<file path="src/rtl/slv_guard_rst_pkg.sv">
// Shared types for the per-subordinate reset sequencer.
// Timeout/FAULT support is compiled in only with SLV_GUARD_RST_TIMEOUT_EN.
package slv_guard_rst_pkg;

  localparam int DefaultCntWidth = 8;

  typedef logic [DefaultCntWidth-1:0] rst_cnt_t;

  typedef enum logic [2:0] {
    ST_IDLE    = 3'd0,
    ST_ISOLATE = 3'd1,
    ST_ASSERT  = 3'd2,
    ST_HOLD    = 3'd3,
    ST_RELEASE = 3'd4,
    ST_FAULT   = 3'd5
  } rst_state_e;

  function automatic logic sub_rst_active(input rst_state_e s);
    return (s == ST_ASSERT) || (s == ST_HOLD) || (s == ST_FAULT);
  endfunction

endpackage

</file>
<file path="src/rtl/slv_guard_rst_fsm.sv">
// Single-subordinate reset sequencer: isolate, reset, wait ack, hold, release.
// SLV_GUARD_RST_TIMEOUT_EN enables the ack timeout and the sticky FAULT state.
//
//   state   | meaning
//   IDLE    | waiting for a reset request
//   ISOLATE | subordinate fenced off, reset not yet driven
//   ASSERT  | reset driven, waiting for rst_stat_i to go high
//   HOLD    | reset held for the programmed time after ack
//   RELEASE | reset dropped, waiting for rst_stat_i to go low
//   FAULT   | ack timed out; fenced and in reset until cleared
module slv_guard_rst_fsm
  import slv_guard_rst_pkg::*;
#(
  parameter int CntWidth = DefaultCntWidth
) (
  input  logic                clk_i,
  input  logic                rst_i,
  input  logic                rst_req_i,
  input  logic                rst_stat_i,
  input  logic [CntWidth-1:0] iso_cycles_i,
  input  logic [CntWidth-1:0] hold_cycles_i,
  input  logic [CntWidth-1:0] timeout_i,
  input  logic                clr_i,
  output logic                isolate_o,
  output logic                sub_rst_o,
  output logic                busy_o,
  output logic                done_o,
  output logic                fault_o
);

  localparam logic [CntWidth-1:0] CntMax = '1;

  rst_state_e          r_state;
  rst_state_e          w_next;
  logic [CntWidth-1:0] r_cnt;
  logic [CntWidth-1:0] w_cnt_inc;
  logic [CntWidth-1:0] w_iso_eff;
  logic [CntWidth-1:0] w_hold_eff;
  logic                r_done;
  logic                w_tmo;

  assign w_cnt_inc  = (r_cnt == CntMax) ? r_cnt : r_cnt + CntWidth'(1);
  assign w_iso_eff  = (iso_cycles_i == '0) ? CntWidth'(1) : iso_cycles_i;
  assign w_hold_eff = (hold_cycles_i == '0) ? CntWidth'(1) : hold_cycles_i;

`ifdef SLV_GUARD_RST_TIMEOUT_EN
  // >= rather than == so a live decrease of timeout_i cannot strand the wait
  assign w_tmo = (r_cnt >= timeout_i);
`else
  logic w_unused;
  assign w_tmo    = 1'b0;
  assign w_unused = ^{timeout_i, clr_i};
`endif

  always_ff @(posedge clk_i) begin
    if (rst_i) begin
      r_state <= ST_IDLE;
      r_cnt   <= '0;
      r_done  <= 1'b0;
    end else begin
      r_state <= w_next;
      r_cnt   <= ((w_next != r_state) || (r_state == ST_IDLE)) ? '0 : w_cnt_inc;
      r_done  <= (r_state == ST_RELEASE) && (w_next == ST_IDLE);
    end
  end

  always_comb begin
    w_next = r_state;
    case (r_state)
      ST_IDLE:    if (rst_req_i) w_next = ST_ISOLATE;
      ST_ISOLATE: if (w_cnt_inc >= w_iso_eff) w_next = ST_ASSERT;
      ST_ASSERT: begin
        if (rst_stat_i)  w_next = ST_HOLD;
        else if (w_tmo)  w_next = ST_FAULT;
      end
      ST_HOLD:    if (w_cnt_inc >= w_hold_eff) w_next = ST_RELEASE;
      ST_RELEASE: begin
        if (!rst_stat_i) w_next = ST_IDLE;
        else if (w_tmo)  w_next = ST_FAULT;
      end
      ST_FAULT: begin
`ifdef SLV_GUARD_RST_TIMEOUT_EN
        if (clr_i) w_next = ST_IDLE;
`else
        w_next = ST_IDLE;
`endif
      end
      default:    w_next = ST_IDLE;
    endcase
  end

  always_comb begin
    isolate_o = (r_state != ST_IDLE);
    sub_rst_o = sub_rst_active(r_state);
    busy_o    = (r_state != ST_IDLE);
    done_o    = r_done;
    fault_o   = 1'b0;
`ifdef SLV_GUARD_RST_TIMEOUT_EN
    fault_o   = (r_state == ST_FAULT);
`endif
  end

endmodule

</file>
<file path="src/rtl/slv_guard_rst_ctrl.sv">
// Per-subordinate reset sequencer array; one independent FSM per subordinate.
// Timeout/FAULT behaviour depends on SLV_GUARD_RST_TIMEOUT_EN.
module slv_guard_rst_ctrl
  import slv_guard_rst_pkg::*;
#(
  parameter int NumSub   = 1,
  parameter int CntWidth = DefaultCntWidth
) (
  input  logic                clk_i,
  input  logic                rst_i,
  input  logic [NumSub-1:0]   rst_req_i,
  input  logic [NumSub-1:0]   rst_stat_i,
  input  logic [CntWidth-1:0] iso_cycles_i,
  input  logic [CntWidth-1:0] hold_cycles_i,
  input  logic [CntWidth-1:0] timeout_i,
  input  logic [NumSub-1:0]   clr_i,
  output logic [NumSub-1:0]   isolate_o,
  output logic [NumSub-1:0]   sub_rst_o,
  output logic [NumSub-1:0]   busy_o,
  output logic [NumSub-1:0]   done_o,
  output logic [NumSub-1:0]   fault_o,
  output logic                irq_o
);

  for (genvar g = 0; g < NumSub; g++) begin : g_sub
    slv_guard_rst_fsm #(
      .CntWidth (CntWidth)
    ) u_fsm (
      .clk_i         (clk_i),
      .rst_i         (rst_i),
      .rst_req_i     (rst_req_i[g]),
      .rst_stat_i    (rst_stat_i[g]),
      .iso_cycles_i  (iso_cycles_i),
      .hold_cycles_i (hold_cycles_i),
      .timeout_i     (timeout_i),
      .clr_i         (clr_i[g]),
      .isolate_o     (isolate_o[g]),
      .sub_rst_o     (sub_rst_o[g]),
      .busy_o        (busy_o[g]),
      .done_o        (done_o[g]),
      .fault_o       (fault_o[g])
    );
  end

  assign irq_o = |fault_o;

endmodule
</file>
<file path="config.mk">
export PLATFORM = sky130hd
export DESIGN_NAME = slv_guard_rst_ctrl
export DESIGN_NICKNAME = d
export VERILOG_FILES = /design/src/rtl/slv_guard_rst_pkg.sv /design/src/rtl/slv_guard_rst_fsm.sv /design/src/rtl/slv_guard_rst_ctrl.sv
export SDC_FILE = /design/constraint.sdc
export NUM_CORES = 1
export LEC_CHECK = 0
export CAP_MARGIN = 25
export CORE_ASPECT_RATIO = 0.8
export CORE_MARGIN = 2
export CORE_UTILIZATION = 30
export CTS_CLUSTER_SIZE = 25
export DETAILED_ROUTE_END_ITERATION = 8
export GPL_TIMING_DRIVEN = 0
export SLEW_MARGIN = 10
export SYNTH_ARGS = -nofsm -noshare
export SYNTH_HDL_FRONTEND = slang
export SYNTH_SLANG_ARGS = --single-unit
</file>
<file path="constraint.sdc">
create_clock -name clk_i -period 3 [get_ports clk_i]
set_clock_uncertainty 0.1 [all_clocks]
set_input_delay 0.45 -clock clk_i [delete_from_list [all_inputs] [get_ports clk_i]]
set_output_delay 0.45 -clock clk_i [all_outputs]
set_load 0.01 [all_outputs]
</file>
==> summary.md, run 1 <==
| Metric | Value |
|---|---|
| Wirelength, routed | 2823 µm |
| Stages on the worst setup path | 13 |
| Met2 Usage GRT | 23.68% |
| Final Worst Setup Slack | 81.78 ps |
| Synthesized cell area | 1097 µm² |
| N_diodes | 0 |
| Number of antenna violations at the first check in global routing | 0 |
| Vias in the first global route | 1031 |
| Worst-case vdd ir drop | 0.1186 mV |
| Share of cells above drive strength 1 | 18.02% |
| Max Cap Viol | 0 |
| Setup violators final | 0 |
| Initial Util | a little under a third |
| Via count | 1125 |
| Critical Path AT | 2990 ps |
| Register bit total from synthesis | 12 |
| Commonest non-fill, non-tap cell in the layout | clkdlybuf4s50_1 |
| PortBufs | 23 |
| Most used routing layer | met2 |
| CTS Sinks | 12 |
| CTS root buffer | clkbuf_8 |
| Fin nets | 215 |
| Crit path max-delay family | simple AND/OR/NAND/NOR gates |
| Pre-antenna DRT Iters | 4 |
| Syn Area/Cell | 7.838 µm² |
| Ports | 35 |
| Setup crit start kind | flop |
| Seq/Total Area, Yosys | a little over a fifth |
| Cells after Synth | 140 |
| Routability Congestion | between 0.8 and 0.9 |
| Critical Path RT | 3070 ps |
| Residual DRC count | 0 |
| Dpl cell area | around 1400 µm² |
| Cell Pwr Density | 279.4 nW/µm² |
| Status | finished clean |
| Total CTS buffers | 3 |
| Pins Over Slew Limit | 0 |
| Crit path kind | flop to flop |
| Die X | 71.62 µm |
| Cells on Worst Hold Path | 2 |
| Fin crit period | ~2900 ps |
| Largest net degree at the start of global routing | 9 |
| Pre-CTS setup slack | -462.0 ps |
| Netlist cell types | 40 |
| Hold_buf cts | 0 |
| Final hold viol count | 0 |
| Max clock buf depth | 2 |
| Worst R2R End | g_sub[0].u_fsm.r_cnt[1] |
| First-pass GRT wire length | 4554 µm |
| Antenna Violating Nets Remaining | 0 |
| CORE AREA | roughly 3500 µm² |
| Yosys Warn Count | 0 |
| H-tree levels | 1 |
| Final Instance Count excl. Fillers | about 210 |
| Worst-path clk slew | 60 ps |
| DR vias/cell | 5.257 |
| Pleak | 0.6354 nW |
| Crit path cell chain | ha_4, nand4_4, nor2_4, nor3b_1, xor2_1, ha_1, or4b_4, a21oi_2, a211oi_2, nor4_2, o21ai_2, buf_4, a21boi_1 |
| # rows | 19 |
| DP Wirelength | 2241 µm |
| DRT iter0 DRCs | 39 |
| Design area | 1563 µm² |
| Clock latency on the worst-skew pair | around 250 ps |
| Tcrit/Tclk final | between 90 and 100% |
| Global-route met1 utilization | 17.31% |
| R2r startpoint | g_sub[0].u_fsm.r_cnt[0] |
| Post-Place Cells | slightly above 200 |
| Worst path bufs/invs | 1 |
| Synth-to-Final Area Change | 42.42% |
| Slowest CP cell | or4b_4 |
| Worst Hold Class | flop to flop |
| Gr ovfl total | 0 |
| Worst stage delay on the critical path | 520 ps |
| R2R cell count | 13 |
| Crit path capture type | flop |
| HP Start | g_sub[0].u_fsm.r_state[2] |
| CP max FO | 8 |
| Die span in y | 58.10 µm |
| CTS tree | done |
| Fmax | 342.7 MHz |
| Most frequent cells in the layout | clkdlybuf4s50_1, inv_1, nor2_1 |
| Fillers | 331 |
| Total track usage | 14.00% |
| R2R Setup Slk | 80 ps |
| Met3 usage | 3.130% |
| Hold Path End | g_sub[0].u_fsm.done_o |
| Die area | about 4200 µm² |
| DR WL/cell | between 10 and 15 µm |
-- logic make-up after synthesis --
family | synth area share [%]
mux | 2.052
simple gates | 24.06
buf+inv | 7.526
other cells | 0.3417
xor+xnor | 2.395
fa+ha+maj | 14.82
compound gates | 26.91
flops | 21.89
-- final cells by class --
class                           count  area (µm²)  area share, %
Sequential cell                    12       247.7          15.85
Inverter                           16       60.06          3.843
Buffer                              3       22.52          1.441
Clock buffer                        4       55.05          3.523
Multi-Input combinational cell    110       864.6          55.32
Timing Repair Buffer               27       260.3          16.65
Tap cell                           42       52.55          3.363
-- worst min-delay path, cell delays in order (launching register included) --
cell and delay, ps:
dfxtp_1 340, nand2_1 90, nor3_1 50
-- power by group --
group          internal [mW]  switching, mW  total (mW)  leakage, nW
combinational         0.0528         0.0386      0.0914        0.508
sequential             0.161        0.00379       0.165       0.0986
clock                  0.116         0.0643       0.181       0.0288
total                  0.330          0.107       0.437        0.635
-- sequential cells by signal, indices dropped and copies added, names as in the netlist --
register	flops
g_sub.u_fsm.r_cnt	8
g_sub.u_fsm.r_state	3
g_sub.u_fsm.done_o	1
-- layer usage --
| metal | share of wire (%) | wire, µm | vias up |
|---|---|---|---|
| met2 | 48 | 1343 | 24 |
| met5 | 0 | 0 | - |
| met1 | 47 | 1332 | 525 |
| li1 | - | - | 572 |
| met4 | 1.6 | 46 | 0 |
| met3 | 3.5 | 100 | 4 |
-- cell usage after synthesis --
| master | n | share of area (%) |
|---|---|---|
| a211o_1 | 1 | 0.80 |
| a211oi_1 | 2 | 1.4 |
| a21boi_1 | 5 | 3.4 |
| a21oi_1 | 9 | 4.1 |
| a21oi_2 | 1 | 0.80 |
| a221o_1 | 1 | 0.91 |
| a41o_1 | 2 | 1.8 |
| a41oi_1 | 1 | 0.80 |
| and2_1 | 1 | 0.57 |
| and3_1 | 2 | 1.1 |
| and4_1 | 1 | 0.80 |
| buf_4 | 3 | 2.1 |
| conb_1 | 1 | 0.34 |
| dfxtp_1 | 12 | 22 |
| ha_1 | 13 | 15 |
| inv_1 | 16 | 5.5 |
| mux2_2 | 2 | 2.1 |
| nand2_1 | 6 | 2.1 |
| nand2b_1 | 3 | 1.7 |
| nand3_1 | 6 | 2.7 |
| nand4_2 | 1 | 1.1 |
| nand4b_2 | 1 | 1.4 |
| nor2_1 | 15 | 5.1 |
| nor3_1 | 5 | 2.3 |
| nor3_2 | 1 | 0.91 |
| nor3b_1 | 2 | 1.4 |
| nor4_1 | 1 | 0.57 |
| nor4b_1 | 1 | 0.80 |
| o2111ai_1 | 1 | 0.80 |
| o211ai_1 | 1 | 0.68 |
| o21a_1 | 7 | 4.8 |
| o21ai_0 | 5 | 2.3 |
| o21ai_1 | 1 | 0.46 |
| o221ai_1 | 2 | 1.6 |
| o31a_1 | 2 | 1.6 |
| o31ai_1 | 1 | 0.68 |
| or2_1 | 1 | 0.57 |
| or4b_1 | 1 | 0.91 |
| xnor2_1 | 1 | 0.80 |
| xor2_1 | 2 | 1.6 |
-- timing repair --
item | CTS | global route
setup buffers | 2 | 2
gates resized for setup | 12 | 9
endpoints found under the setup margin | 11 | 10
endpoints found under the hold margin | 0 | 0
pin swaps | 4 | 5
-- through the flow --
stage          hold slack, ps  setup TNS, ps  power (mW)  util (%)
2_1_floorplan           375.0              0      0.2096         -
3_3_place_gp            412.7          -3427      0.2497     39.87
3_5_place_dp            425.3          -4293      0.2515     39.87
4_1_cts                 431.0              0      0.4333     43.29
5_1_grt                 478.6         -382.2      0.4582     45.03
6_report                429.7              0      0.4366     45.03
-- how the worst max path moves through the flow --
stage / start / end / slack, ps
floorplan: g_sub[0].u_fsm.r_cnt[0] / g_sub[0].u_fsm.r_cnt[0] / 30
global placement: g_sub[0].u_fsm.r_cnt[0] / g_sub[0].u_fsm.r_cnt[6] / -380
detailed placement: g_sub[0].u_fsm.r_cnt[0] / g_sub[0].u_fsm.r_cnt[4] / -460
CTS: g_sub[0].u_fsm.r_cnt[0] / g_sub[0].u_fsm.r_cnt[4] / 20
global route: g_sub[0].u_fsm.r_cnt[0] / g_sub[0].u_fsm.r_cnt[1] / -60
finish: g_sub[0].u_fsm.r_cnt[0] / g_sub[0].u_fsm.r_cnt[1] / 80
Power figures use the tool's default switching activity.
==> run 2: changes to the inputs <==
--- a/config.mk
+++ b/config.mk
@@ -7,7 +7,6 @@
 export LEC_CHECK = 0
 export CAP_MARGIN = 25
 export CORE_ASPECT_RATIO = 0.8
-export CORE_MARGIN = 2
 export CORE_UTILIZATION = 30
 export CTS_CLUSTER_SIZE = 25
 export DETAILED_ROUTE_END_ITERATION = 8
==> summary.md, run 2 (synthesized netlist as in run 1, its figures left out) <==
| Metric | Value |
|---|---|
| Die area | slightly below 4000 µm² |
| Switching Fraction | about 25% |
| # rows | 19 |
| Tcrit/Tclk final | 96.37% |
| Critical Path AT | 2970 ps |
| Status | finished clean |
| Total net switching power | about 0.11 mW |
| Final Worst Setup Slack | 109.0 ps |
| Final core occ | 47.01% |
| CTS Sinks | 12 |
| Residual DRC count | 0 |
| Logic gate share of total power | 22.8% |
| Worst stage delay on the critical path | 540 ps |
| Max Cap Viol | 0 |
| Max clock buf depth | 2 |
| Clock power frac | approximately 40% |
| Crit path kind | flop to flop |
| Initial Util | a little under a third |
| Most common cell on crit path | ha_4 |
| Hold_buf cts | 0 |
| Fin crit period | 2891 ps |
| Synth-to-Final Area Change | 48.69% |
| Pins Over Slew Limit | 0 |
| Total track usage | 15.98% |
| Antenna Violating Nets Remaining | 0 |
| Final TNS setup | 0 ps |
| Pleak | 0.6555 nW |
| Worst R2R End | g_sub[0].u_fsm.r_state[0] |
| Worst-case vdd ir drop | roughly 0.15 mV |
| Slowest CP cell | or4b_4 |
| Crit path capture type | flop |
| Worst Hold Class | flop to flop |
| Crit path cell chain | ha_4, nand4_4, nor2_4, mux2_4, ha_4, or4b_4, a21oi_4, a211oi_4, o211ai_1, o221ai_1, nor2_1 |
| Critical Path RT | 3080 ps |
| Fin nets | between 200 and 250 |
| First-pass GRT wire length | 5002 µm |
| DP Wirelength | 2305 µm |
| CTS tree | done |
| R2R Setup Slk | 110 ps |
| Commonest non-fill, non-tap cell in the layout | clkdlybuf4s50_1 |
| R2r startpoint | g_sub[0].u_fsm.r_cnt[1] |
| Max reg flops | 8 |
| Number of antenna violations at the first check in global routing | 0 |
| Clock latency on the worst-skew pair | between 200 and 250 ps |
| Gr ovfl total | 0 |
| Sequential Power Share | 36.9% |
| Vias in the first global route | 1131 |
| N_diodes | 0 |
| Metal-1 WL | 1443 µm |
| Die span in y | 56.10 µm |
| Highest Signal Layer | met3 |
| PortBufs | 23 |
| Hold Path End | g_sub[0].u_fsm.done_o |
| CP max FO | 4 |
| Routability Congestion | roughly 0.87 |
| CTS root buffer | clkbuf_8 |
| Via count | 1128 |
| H-tree levels | 1 |
| Total CTS buffers | 3 |
| Die X | approximately 70 µm |
| Largest net degree at the start of global routing | 9 |
| Wirelength, routed | approximately 3000 µm |
| Most frequent cells in the layout | clkdlybuf4s50_1, inv_1, nor2_1 |
| Internal Pwr Total | 0.3341 mW |
| Pre-antenna DRT Iters | 4 |
| Worst-path clk slew | about 60 ps |
| DR WL/cell | 13.84 µm |
| Met3 WL | 107 µm |
| CORE AREA | 3471 µm² |
| Setup violators final | 0 |
| Top reg by flops | g_sub.u_fsm.r_cnt |
| Fmax | approximately 350 MHz |
| Pre-CTS setup slack | -509.6 ps |
| Met2 WL | around 1500 µm |
| Cell Pwr Density | 272.1 nW/µm² |
| Ports | 35 |
| Cells on Worst Hold Path | 2 |
| Final hold viol count | 0 |
| Setup crit start kind | flop |
| DR vias/cell | 5.198 |
| HP Start | g_sub[0].u_fsm.r_state[2] |
| DRT iter0 DRCs | 48 |
| Share of cells above drive strength 1 | 20.00% |
| R2R cell count | 11 |
[run 2: cell types whose count changed in the layout (fill, tap and decap cells not counted), sizes merged]
cell,change
buf,+3
[run 2: repair_timing]
action,4_1_cts,5_1_grt
resized for setup,15,12
setup buffers,3,4
pin swaps,4,9
setup endpoints to repair,11,11
[run 2: layer usage]
layer | vias to the layer above | track usage [%]
li1 | 582 | -
met1 | 524 | 20.24
met2 | 22 | 26.63
met3 | 0 | 3.986
met4 | 0 | 5.143
met5 | - | 0
[run 2: worst max path at each step]
stage                                       start  depth (start not counted)                        end
after CTS                 g_sub[0].u_fsm.r_cnt[0]                         12    g_sub[0].u_fsm.r_cnt[2]
after global routing      g_sub[0].u_fsm.r_cnt[1]                         12  g_sub[0].u_fsm.r_state[0]
after global placement    g_sub[0].u_fsm.r_cnt[0]                         11    g_sub[0].u_fsm.r_cnt[6]
final                     g_sub[0].u_fsm.r_cnt[1]                         11  g_sub[0].u_fsm.r_state[0]
after detailed placement  g_sub[0].u_fsm.r_cnt[0]                         11    g_sub[0].u_fsm.r_cnt[2]
after floorplan           g_sub[0].u_fsm.r_cnt[0]                         11    g_sub[0].u_fsm.r_cnt[0]
[run 2: power by group through the flow]
stage          combinational, mW  clock, mW  sequential (mW)
2_1_floorplan             0.0423          0            0.167
3_3_place_gp              0.0816          0            0.168
3_5_place_dp              0.0845          0            0.168
4_1_cts                   0.0886      0.183            0.165
5_1_grt                    0.112      0.194            0.164
6_report                   0.101      0.179            0.164
[run 2: metrics by stage]
step / hold slack [ps] / std cells / instance area, µm² / power [mW]
2_1_floorplan: 375.0 / 141 / 1101 / 0.2096
3_3_place_gp: 411.3 / 206 / 1384 / 0.2494
3_5_place_dp: 419.2 / 206 / 1384 / 0.2527
4_1_cts: 423.8 / 213 / 1525 / 0.4366
5_1_grt: 449.9 / 217 / 1632 / 0.4697
6_report: 433.4 / 217 / 1632 / 0.4439
[run 2: area by class of cell]
class	instances	area (µm²)
Clock buffer	4	55.05
Tap cell	42	52.55
Inverter	16	60.06
Buffer	3	22.52
Timing Repair Buffer	30	282.8
Sequential cell	12	247.7
Fill cell	334	1839
Multi-Input combinational cell	110	910.9
[run 2: critical path: cells and delay by family (launching register included)]
family          cells  cell delay [ps]
simple gates        4              970
fa+ha+maj           2              320
flops               1              350
mux                 1              350
compound gates      4              740
==> run 3: changes to the inputs <==
--- a/config.mk
+++ b/config.mk
@@ -11,6 +11,7 @@
 export CTS_CLUSTER_SIZE = 25
 export DETAILED_ROUTE_END_ITERATION = 8
 export GPL_TIMING_DRIVEN = 0
+export PLACE_DENSITY = 0.66
 export SLEW_MARGIN = 10
 export SYNTH_ARGS = -nofsm -noshare
 export SYNTH_HDL_FRONTEND = slang
==> summary.md, run 3 (synthesized netlist as in run 1, its figures left out) <==
| Metric | Value |
|---|---|
| # rows | 19 |
| Worst stage delay on the critical path | 520 ps |
| Fin crit period | 2913 ps |
| Worst-path clk slew | around 50 ps |
| H-tree levels | 1 |
| N_diodes | 0 |
| Critical Path AT | 2980 ps |
| Max clock buf depth | 2 |
| Die span in y | 56.10 µm |
| Total CTS buffers | 3 |
| Total track usage | 14.18% |
| Cell Pwr Density | about 260 nW/µm² |
| Max reg flops | 8 |
| CORE AREA | 3471 µm² |
| Top reg by flops | g_sub.u_fsm.r_cnt |
| Worst-case vdd ir drop | 0.1241 mV |
| Fin nets | 214 |
| Setup crit start kind | flop |
| Max Cap Viol | 0 |
| Critical Path RT | 3060 ps |
| Largest net degree at the start of global routing | 9 |
| Crit path kind | flop to flop |
| Clock latency on the worst-skew pair | 240 ps |
| Switching Fraction | 25.51% |
| WHS | ~450 ps |
| Slowest CP cell | or4b_4 |
| Residual DRC count | 0 |
| Most frequent cells in the layout | clkdlybuf4s50_1, inv_1, nor2_1 |
| Final hold viol count | 0 |
| Crit path max-delay family | simple AND/OR/NAND/NOR gates |
| Pins Over Slew Limit | 0 |
| Wirelength, routed | 2852 µm |
| Cells on Worst Hold Path | 2 |
| Crit path cell chain | ha_4, nand4_4, nor2_4, mux2_4, ha_4, or4b_4, a21oi_4, a211oi_4, nor4_4, o21ai_4, a21boi_1 |
| Share of cells above drive strength 1 | 19.41% |
| Worst path bufs/invs | 0 |
| HP Start | g_sub[0].u_fsm.r_state[2] |
| DRT iter0 DRCs | 94 |
| DR vias/cell | around 5.3 |
| Initial Util | between 30% and 40% |
| Status | finished clean |
| RSZ-0062 raised after global routing | true |
| Ports | 35 |
| Most common cell on crit path | ha_4 |
| CTS Sinks | 12 |
| Worst Hold Class | flop to flop |
| Final TNS setup | 0 ps |
| PortBufs | 23 |
| Pleak | 0.6185 nW |
| Fillers | 340 |
| Die area | 3905 µm² |
| Internal Pwr Total | ~0.30 mW |
| CP max FO | 8 |
| Pre-antenna DRT Iters | 4 |
| Vias in the first global route | 1022 |
| R2R Setup Slk | 90 ps |
| Routability Congestion | 0.7784 |
| Hold Path End | g_sub[0].u_fsm.done_o |
| Logic gate share of total power | roughly a quarter |
| Final Instance Count excl. Fillers | 212 |
| Synth-to-Final Area Change | 45.04% |
| Tcrit/Tclk final | 97.09% |
| First-pass GRT wire length | 4436 µm |
| Crit path capture type | flop |
| Post-Place Cells | 206 |
| DP Wirelength | 2173 µm |
| Gr ovfl total | 0 |
| Clock power frac | 35.6% |
| Die X | approximately 70 µm |
| CTS root buffer | clkbuf_8 |
| Sequential Power Share | between 40% and 50% |
| DR WL/cell | roughly 13 µm |
| Antenna Violating Nets Remaining | 0 |
| Setup violators final | 0 |
| Total Power | 0.4093 mW |
| R2r startpoint | g_sub[0].u_fsm.r_cnt[0] |
| Fmax | 343.3 MHz |
| CTS tree | done |
| Worst R2R End | g_sub[0].u_fsm.r_cnt[4] |
| Commonest non-fill, non-tap cell in the layout | clkdlybuf4s50_1 |
| Via count | 1126 |
| Number of antenna violations at the first check in global routing | 0 |
| Total net switching power | 0.1044 mW |
| R2R cell count | 11 |
run 3: area by class of cell:
cell class,instances,area (µm²),area share (%)
inverters,16,60.06,3.774
multi-input cells,110,914.6,57.47
well taps,42,52.55,3.302
repair buffers,26,252.7,15.88
plain buffers,3,22.52,1.415
flip-flops and latches,12,247.7,15.57
clock buffers,3,41.29,2.594
run 3: through the flow:
stage	setup WS (ps)	utilization, %	instance area (µm²)
floorplan	33.56	-	1101
global placement	-343.7	39.87	1384
detailed placement	-473.0	39.87	1384
CTS	8.357	42.57	1478
global route	-59.61	45.85	1592
finish	87.17	45.85	1592
run 3: worst max-delay path by stage:
stage	from	end	cells after the start	slack [ps]
3_5_place_dp	g_sub[0].u_fsm.r_cnt[0]	g_sub[0].u_fsm.r_cnt[3]	11	-470
4_1_cts	g_sub[0].u_fsm.r_cnt[1]	g_sub[0].u_fsm.r_state[1]	11	8
2_1_floorplan	g_sub[0].u_fsm.r_cnt[0]	g_sub[0].u_fsm.r_cnt[0]	11	30
6_report	g_sub[0].u_fsm.r_cnt[0]	g_sub[0].u_fsm.r_cnt[4]	11	90
5_1_grt	g_sub[0].u_fsm.r_cnt[5]	g_sub[0].u_fsm.r_cnt[7]	10	-60
3_3_place_gp	g_sub[0].u_fsm.r_cnt[0]	g_sub[0].u_fsm.r_cnt[7]	11	-340
run 3: tightest hold or removal path: stages, from the launching register on:
cell and delay [ps]:
dfxtp_1 350, nand2_1 110, nor3_1 50
run 3: routing by layer:
metal	vias up	track usage, %	part of all wire (%)	wire [µm]
met4	0	5.429	2.0	57
met2	42	24.41	48	1368
met3	8	1.993	5.2	147
li1	566	-	-	-
met5	-	0	0	0
met1	510	17.97	45	1279
run 3: repair_timing:
action,in CTS,in global routing
resized for setup,9,20
hold buffers,0,0
pin swaps,3,10
endpoints found under the setup margin,11,11
setup buffers,1,3
run 3: power groups by stage:
stage	combinational, mW	clock (mW)	sequential (mW)
floorplan	0.0423	0	0.167
detailed placement	0.0834	0	0.168
finish	0.0986	0.146	0.165
CTS	0.0852	0.145	0.166
global route	0.109	0.157	0.165
global placement	0.0813	0	0.168
